## config.mk

```make
export PLATFORM = sky130hd
export DESIGN_NAME = serial_mag_comparator
export DESIGN_NICKNAME = d
export VERILOG_FILES = /design/src/rtl/serial_mag_comparator.sv
export SDC_FILE = /design/constraint.sdc
export NUM_CORES = 1
export LEC_CHECK = 0
export BUFFER_PORTS_ARGS = -buffer_cell sky130_fd_sc_hd__buf_4
export CORE_MARGIN = 3
export CORE_UTILIZATION = 40
export CTS_CLUSTER_DIAMETER = 30
export DETAILED_ROUTE_END_ITERATION = 8
export SETUP_SLACK_MARGIN = 0.5
export SKIP_CTS_REPAIR_TIMING = 1
export SLEW_MARGIN = 20
export SYNTH_ARGS = -nofsm -noshare
export SYNTH_HDL_FRONTEND = slang
export SYNTH_SLANG_ARGS = --single-unit
```

## constraint.sdc

```tcl
create_clock -name clk -period 2.35 [get_ports clk]
set_input_delay 0.235 -clock clk [delete_from_list [all_inputs] [get_ports clk]]
set_output_delay 0.235 -clock clk [all_outputs]
set_load 0.02 [all_outputs]
```

## src/rtl/serial_mag_comparator.sv

```systemverilog
// Bit-serial N-bit magnitude comparator: MSB-first, one bit per clock, early exit.
// Unsigned or two's-complement sense, start/done handshake with sticky result flags.
module serial_mag_comparator #(
    parameter int N      = 8,
    parameter int SIGNED = 0
) (
    input  logic         clk,
    input  logic         reset_n,
    input  logic         start,
    input  logic [N-1:0] a,
    input  logic [N-1:0] b,
    output logic         busy,
    output logic         done,
    output logic         agrb,
    output logic         aeqb,
    output logic         alrb
);

    localparam int   IW     = (N > 2) ? $clog2(N) : 1;
    localparam logic SIGN_B = (SIGNED != 0);

    localparam logic ST_IDLE = 1'b0;
    localparam logic ST_CMP  = 1'b1;

    logic          state_q, state_d;
    logic [N-1:0]  a_q, a_d;
    logic [N-1:0]  b_q, b_d;
    logic [IW-1:0] idx_q, idx_d;
    logic          busy_q, busy_d;
    logic          done_q, done_d;
    logic          agrb_q, agrb_d;
    logic          aeqb_q, aeqb_d;
    logic          alrb_q, alrb_d;

    logic msb_stage;
    logic a_wins;

    assign msb_stage = (idx_q == IW'(N-1));
    // On the sign bit a set bit means negative, so the sense flips.
    assign a_wins    = a_q[N-1] ^ (SIGN_B & msb_stage);

    always_comb begin
        state_d = state_q;
        a_d     = a_q;
        b_d     = b_q;
        idx_d   = idx_q;
        busy_d  = busy_q;
        done_d  = 1'b0;
        agrb_d  = agrb_q;
        aeqb_d  = aeqb_q;
        alrb_d  = alrb_q;
        case (state_q)
            ST_IDLE: begin
                if (start) begin
                    a_d     = a;
                    b_d     = b;
                    idx_d   = IW'(N-1);
                    busy_d  = 1'b1;
                    state_d = ST_CMP;
                end
            end
            ST_CMP: begin
                if (a_q[N-1] != b_q[N-1]) begin
                    agrb_d  = a_wins;
                    aeqb_d  = 1'b0;
                    alrb_d  = ~a_wins;
                    done_d  = 1'b1;
                    busy_d  = 1'b0;
                    state_d = ST_IDLE;
                end else if (idx_q == '0) begin
                    agrb_d  = 1'b0;
                    aeqb_d  = 1'b1;
                    alrb_d  = 1'b0;
                    done_d  = 1'b1;
                    busy_d  = 1'b0;
                    state_d = ST_IDLE;
                end else begin
                    idx_d = idx_q - IW'(1);
                    a_d   = a_q << 1;
                    b_d   = b_q << 1;
                end
            end
            default: begin
                state_d = ST_IDLE;
                busy_d  = 1'b0;
            end
        endcase
    end

    always_ff @(posedge clk or negedge reset_n) begin
        if (!reset_n) begin
            state_q <= ST_IDLE;
            a_q     <= '0;
            b_q     <= '0;
            idx_q   <= '0;
            busy_q  <= 1'b0;
            done_q  <= 1'b0;
            agrb_q  <= 1'b0;
            aeqb_q  <= 1'b0;
            alrb_q  <= 1'b0;
        end else begin
            state_q <= state_d;
            a_q     <= a_d;
            b_q     <= b_d;
            idx_q   <= idx_d;
            busy_q  <= busy_d;
            done_q  <= done_d;
            agrb_q  <= agrb_d;
            aeqb_q  <= aeqb_d;
            alrb_q  <= alrb_d;
        end
    end

    assign busy = busy_q;
    assign done = done_q;
    assign agrb = agrb_q;
    assign aeqb = aeqb_q;
    assign alrb = alrb_q;

endmodule

```

# Word level (Yosys, flattened, before mapping)
# Index checks and enable logic that the tools add are counted.
# op_classes
eq_ne	5
reduce_logical	5
addsub	1
bitwise	2
mux	27
# op_table
operator	n
8-bit 2-to-1 mux	6
8-bit case mux with 2 select lines	2
1-bit 2-to-1 mux	13
3-bit 2-to-1 mux	3
2-bit != test (second input constant)	3
3-bit case mux with 2 select lines	1
1-bit case mux with 2 select lines	2
2-bit AND reduction	2
3-bit logical NOT	1
3-bit by 1-bit != test with 1-bit output (second input constant)	1
3-bit AND reduction	1
3-bit by 1-bit subtractor with 3-bit output (second input constant)	1
1-bit NOT	2
2-bit nonzero test	1
1-bit != test	1
# totals
ff_bits	25
elab_cells	49

# Depth between registers and ports, before layout
# depth
ltp_word	4
depth_mapped	6
ltp_nobuf	5

# Worst setup path before layout
# Ideal clock, no wire load.
# synth_timing
path_type	reg-to-reg
start	register a_q[7]
end	register a_q[6]
stages_incl_launch_ff	7
arrival_ps	1647
path_slack_ps	578
synth_period_minus_slack_ps	1772
required_time_ps	2225
n_path_buf	1
cell_sequence	dfrtp_1 -> inv_1 -> ha_1 -> inv_1 -> o31ai_4 -> buf_8 -> mux2_4
# synth_between
elab_chain_cells	3
# synth_rtl
element	line_no	rtl
start: declaration	26	logic [N-1:0] a_q, a_d;
start signal: assignment	93	a_q <= '0;
start signal: assignment	103	a_q <= a_d;
1-bit != test	63	if (a_q[N-1] != b_q[N-1]) begin
2-bit != test (no line)	n/a	
3-bit AND reduction (no line)	n/a	
# No other way between the ends.
# A chain may end at the register's enable or synchronous reset.

# Worst setup path in the final report
# layout_timing
start	register idx_q[0]
end	register a_q[1]
# layout_between
elab_chain_cells	3
# layout_rtl
element	line_no	rtl
start: declaration	28	logic [IW-1:0] idx_q, idx_d;
start signal: assignment	105	idx_q <= idx_d;
3-bit logical NOT	70	end else if (idx_q == '0) begin
2-bit != test (no line)	n/a	
3-bit AND reduction (no line)	n/a	
# No other way between the ends.

==> impl_metrics.prom <==
# TYPE chip_impl_metric gauge
chip_impl_info{name="status",value="complete, no violations"} 1
chip_impl_info{name="cp-end-kind",value="flop"} 1
chip_impl_metric{name="worst-slew-pin-transition",unit="ns"} 0.3171
chip_impl_metric{name="detail_route.vias_per_cell",unit=""} 5.158
chip_impl_metric{name="timing.final.max_slew_violations",unit=""} 0
chip_impl_metric{name="grt_pass1_wl",unit="microns"} 3519
chip_impl_metric{name="detailedRoute.firstIterationViolations",unit=""} 21
chip_impl_metric{name="track_usage",unit="%"} 12.76
chip_impl_metric{name="clkPwrFrac",unit="%"} 8.4
chip_impl_metric{name="synth.lib_cells_used.distinct",unit=""} 25
chip_impl_metric{name="antenna_cells",unit=""} 0
chip_impl_metric{name="synth_top_area_share",unit="%"} 50.15
chip_impl_metric{name="share_comb_of_total_power",unit="%"} 58.3
chip_impl_metric{name="p_per_area",unit="mW/mm^2"} 1455
chip_impl_info{name="synth_commonest_cells",value="25 x dfrtp_1, 20 x mux2_2, 8 x inv_1"} 1
chip_impl_metric{name="place_hpwl",unit="microns"} 1491
chip_impl_metric{name="gp_routability_congestion",unit=""} 0.6939
chip_impl_info{name="critical_path.slowest_cell",value="dfrtp_1"} 1
chip_impl_metric{name="start_util",unit="%"} 43.73
chip_impl_metric{name="seq_power_share",unit="%"} 33.3
chip_impl_metric{name="synth-warning-count",unit=""} 0
chip_impl_metric{name="final.period_utilization",unit="%"} 76.83
chip_impl_metric{name="total_leakage_power",unit="nW"} 0.7565
chip_impl_metric{name="power.net_switching",unit="mW"} 0.7866
chip_impl_metric{name="final-hold-violation-count",unit=""} 0
chip_impl_metric{name="detail-route-antenna-nets",unit=""} 0
chip_impl_info{name="yosys.cell_count.top_type",value="dfrtp_1"} 1
chip_impl_info{name="criticalPathCategory",value="reg -> reg"} 1
chip_impl_metric{name="arrival",unit="ns"} 2.02
chip_impl_metric{name="synth.yosys.seq_area_share",unit="%"} 50.15
chip_impl_metric{name="wl_final",unit="microns"} 2332
chip_impl_metric{name="power.ir.vdd_worst",unit="uV"} 533.5
chip_impl_metric{name="core_region_area",unit="sq mm"} 0.002853
chip_impl_metric{name="cp.required",unit="ns"} 2.57
chip_impl_metric{name="cts.clk_slew.worst_paths",unit="ns"} 0.13
chip_impl_metric{name="drive_gt1_share",unit="%"} 51.97
chip_impl_metric{name="fp.dieW",unit="microns"} 61.85
chip_impl_metric{name="syn2layout_area_growth",unit="%"} 27.68
chip_impl_metric{name="cp_slowest_stage_delay",unit="ns"} 0.39
chip_impl_metric{name="cts_bufs_inserted",unit=""} 3
chip_impl_metric{name="pin_count",unit=""} 24
chip_impl_metric{name="syn_area",unit="sq mm"} 0.001247
chip_impl_info{name="rsz0062_at_grt",value="no"} 1
chip_impl_info{name="tritoncts",value="yes"} 1
chip_impl_metric{name="worst_slew_margin_rel",unit="%"} 78.86
chip_impl_metric{name="num_rows",unit=""} 19
chip_impl_info{name="clockRootBuffer",value="clkbuf_4"} 1
chip_impl_metric{name="postLayoutCellArea",unit="sq mm"} 0.001593
chip_impl_metric{name="count_of_h_tree_levels_built_during_cts",unit=""} 1
chip_impl_metric{name="die-height",unit="microns"} 61.85
chip_impl_metric{name="avgRoutedWirePerCell",unit="microns"} 14.76
chip_impl_metric{name="skew",unit="ns"} 0.003465
chip_impl_info{name="synth.top_cells.by_area",value="dfrtp_1 50%, mux2_2 18%, mux2_4 6.0%"} 1
chip_impl_metric{name="grt_pass1_vias",unit=""} 773
chip_impl_metric{name="cts-root-to-sink-buffers",unit=""} 2
chip_impl_metric{name="numClockSinks",unit=""} 25
chip_impl_metric{name="detailed_route_via_count",unit=""} 815
chip_impl_info{name="postSynth.topFlopCell",value="dfrtp_1"} 1
chip_impl_metric{name="critPathMaxFanout",unit=""} 6
chip_impl_info{name="crit_chain",value="inv_1 -> ha_1 -> nor2b_2 -> o31ai_4 -> buf_6 -> clkbuf_16 -> mux2_2"} 1
chip_impl_metric{name="place.port_buffers",unit=""} 23
chip_impl_metric{name="synthesis.area_per_instance",unit="sq um"} 13.27
chip_impl_metric{name="synth-async-reset-ratio",unit="%"} 100.0
chip_impl_metric{name="setup-tns-final",unit="ns"} 0
chip_impl_metric{name="design.die.area",unit="sq mm"} 0.003825
chip_impl_metric{name="postPlaceCellArea",unit="sq mm"} 0.001438
chip_impl_metric{name="power.internal",unit="mW"} 1.531
chip_impl_metric{name="grt_start_max_net_pins",unit=""} 26
chip_impl_metric{name="post-route-min-period",unit="ns"} 1.805
chip_impl_metric{name="timing.max_cap.violations",unit=""} 0
chip_impl_metric{name="final_net_count",unit=""} 151
chip_impl_metric{name="switching_share",unit="%"} 33.94
chip_impl_metric{name="syn_inst",unit=""} 94
chip_impl_metric{name="achievable-frequency",unit="GHz"} 0.5539
chip_impl_info{name="min_path_type",value="in -> reg"} 1
chip_impl_info{name="synthDominantAreaCellType",value="dfrtp_1"} 1
chip_impl_metric{name="filler_cell_count",unit=""} 262
chip_impl_metric{name="globalRoute.totalOverflow",unit=""} 0
chip_impl_metric{name="drt_pre_antenna_iters",unit=""} 2
chip_impl_metric{name="grt_antenna_before_repair",unit=""} 0
chip_impl_metric{name="synth-seq-cells",unit=""} 25
chip_impl_metric{name="drc",unit=""} 0
chip_impl_metric{name="finalSetupViolCount",unit=""} 0
chip_impl_info{name="worst_setup_path_start_kind",value="flop"} 1
chip_impl_metric{name="clk_latency",unit="ns"} 0.32
chip_impl_metric{name="count_of_flip_flops_with_a_built_in_enable_after_synthesis",unit=""} 0
chip_impl_metric{name="synth_fp_nets",unit=""} 117
## metrics by stage
stage               cells  utilization (%)  hold slack (ns)  power (mW)  worst slack, ns
floorplan              94                -         -0.06059       1.641           0.5781
global placement      146            50.39           0.1590       1.820           0.5641
detailed placement    146            50.39           0.1609       1.843           0.5141
CTS                   150            51.32          -0.2095       2.045           0.4899
global route          158            55.83           0.1726       2.510           0.4622
finish                158            55.83           0.1709       2.318           0.5445
## path summary, 6_finish.rpt
path / cells past startpoint / end / from / slack [ns]
hold / removal: 3 / b_q[0] / b[0] / 0.17
max in group asynchronous: 2 / a_q[2] / reset_n / 1.77
min in group asynchronous: 2 / done / reset_n / 0.34
setup reg to reg: 7 / a_q[1] / idx_q[0] / 0.54
setup / recovery: 7 / a_q[1] / idx_q[0] / 0.54
hold reg to reg: 1 / a_q[4] / a_q[4] / 0.52
## cell families after synthesis
| logic type | Yosys count | share of synthesized area (%) |
|---|---|---|
| adder cells (fa/ha/maj) | 4 | 4.012 |
| flip-flops | 25 | 50.15 |
| AND/OR/NAND/NOR | 10 | 3.712 |
| AO/OA/AOI/OAI | 12 | 8.226 |
| multiplexers | 30 | 28.08 |
| buffers and inverters | 13 | 5.817 |
## metal layers
layer,track usage (%),wire [microns],vias up
met5,0,0,-
met4,7.273,36,0
li1,-,-,394
met3,1.860,73,4
met1,16.26,1072,402
met2,20.63,1149,15
## placed cells by master, fill, tap and decap left out, types with 3 or more instances in the layout
cell,n
mux2_4,5
mux2_2,20
clkbuf_4,3
mux2i_1,5
ha_1,3
inv_1,6
dfrtp_1,25
buf_4,28
nand2_1,3
nor2_1,3
## state kept, by name, indices dropped and copies added (netlist names)
name,cells
a_q,8
aeqb,1
agrb,1
alrb,1
b_q,8
busy,1
done,1
idx_q,3
state_q,1
## power groups by stage
stage                     Sequential [mW]  Clock, mW  Combinational (mW)
after global placement              0.772          0                1.05
after global routing                0.800      0.225                1.48
final                               0.771      0.194                1.35
after detailed placement            0.779          0                1.06
after CTS                           0.768      0.207                1.07
after floorplan                     0.775          0               0.866
## critical path, delay by kind of cell (launching register included)
kind,cells,cell delay [ns]
simple gates,1,0.20
flops,1,0.39
fa+ha+maj,1,0.21
buf+inv,3,0.36
compound gates,1,0.22
mux,1,0.32
## cell type report
cell class | instances | area (sq um) | area share (%)
Clock buffer | 4 | 26.28 | 1.650
Inverter | 9 | 36.28 | 2.278
Multi-Input combinational cell | 56 | 564.3 | 35.43
Sequential cell | 25 | 625.6 | 39.28
Tap cell | 31 | 38.79 | 2.435
Timing Repair Buffer | 33 | 301.5 | 18.93
Note: power is estimated with default switching activity, not from simulation.
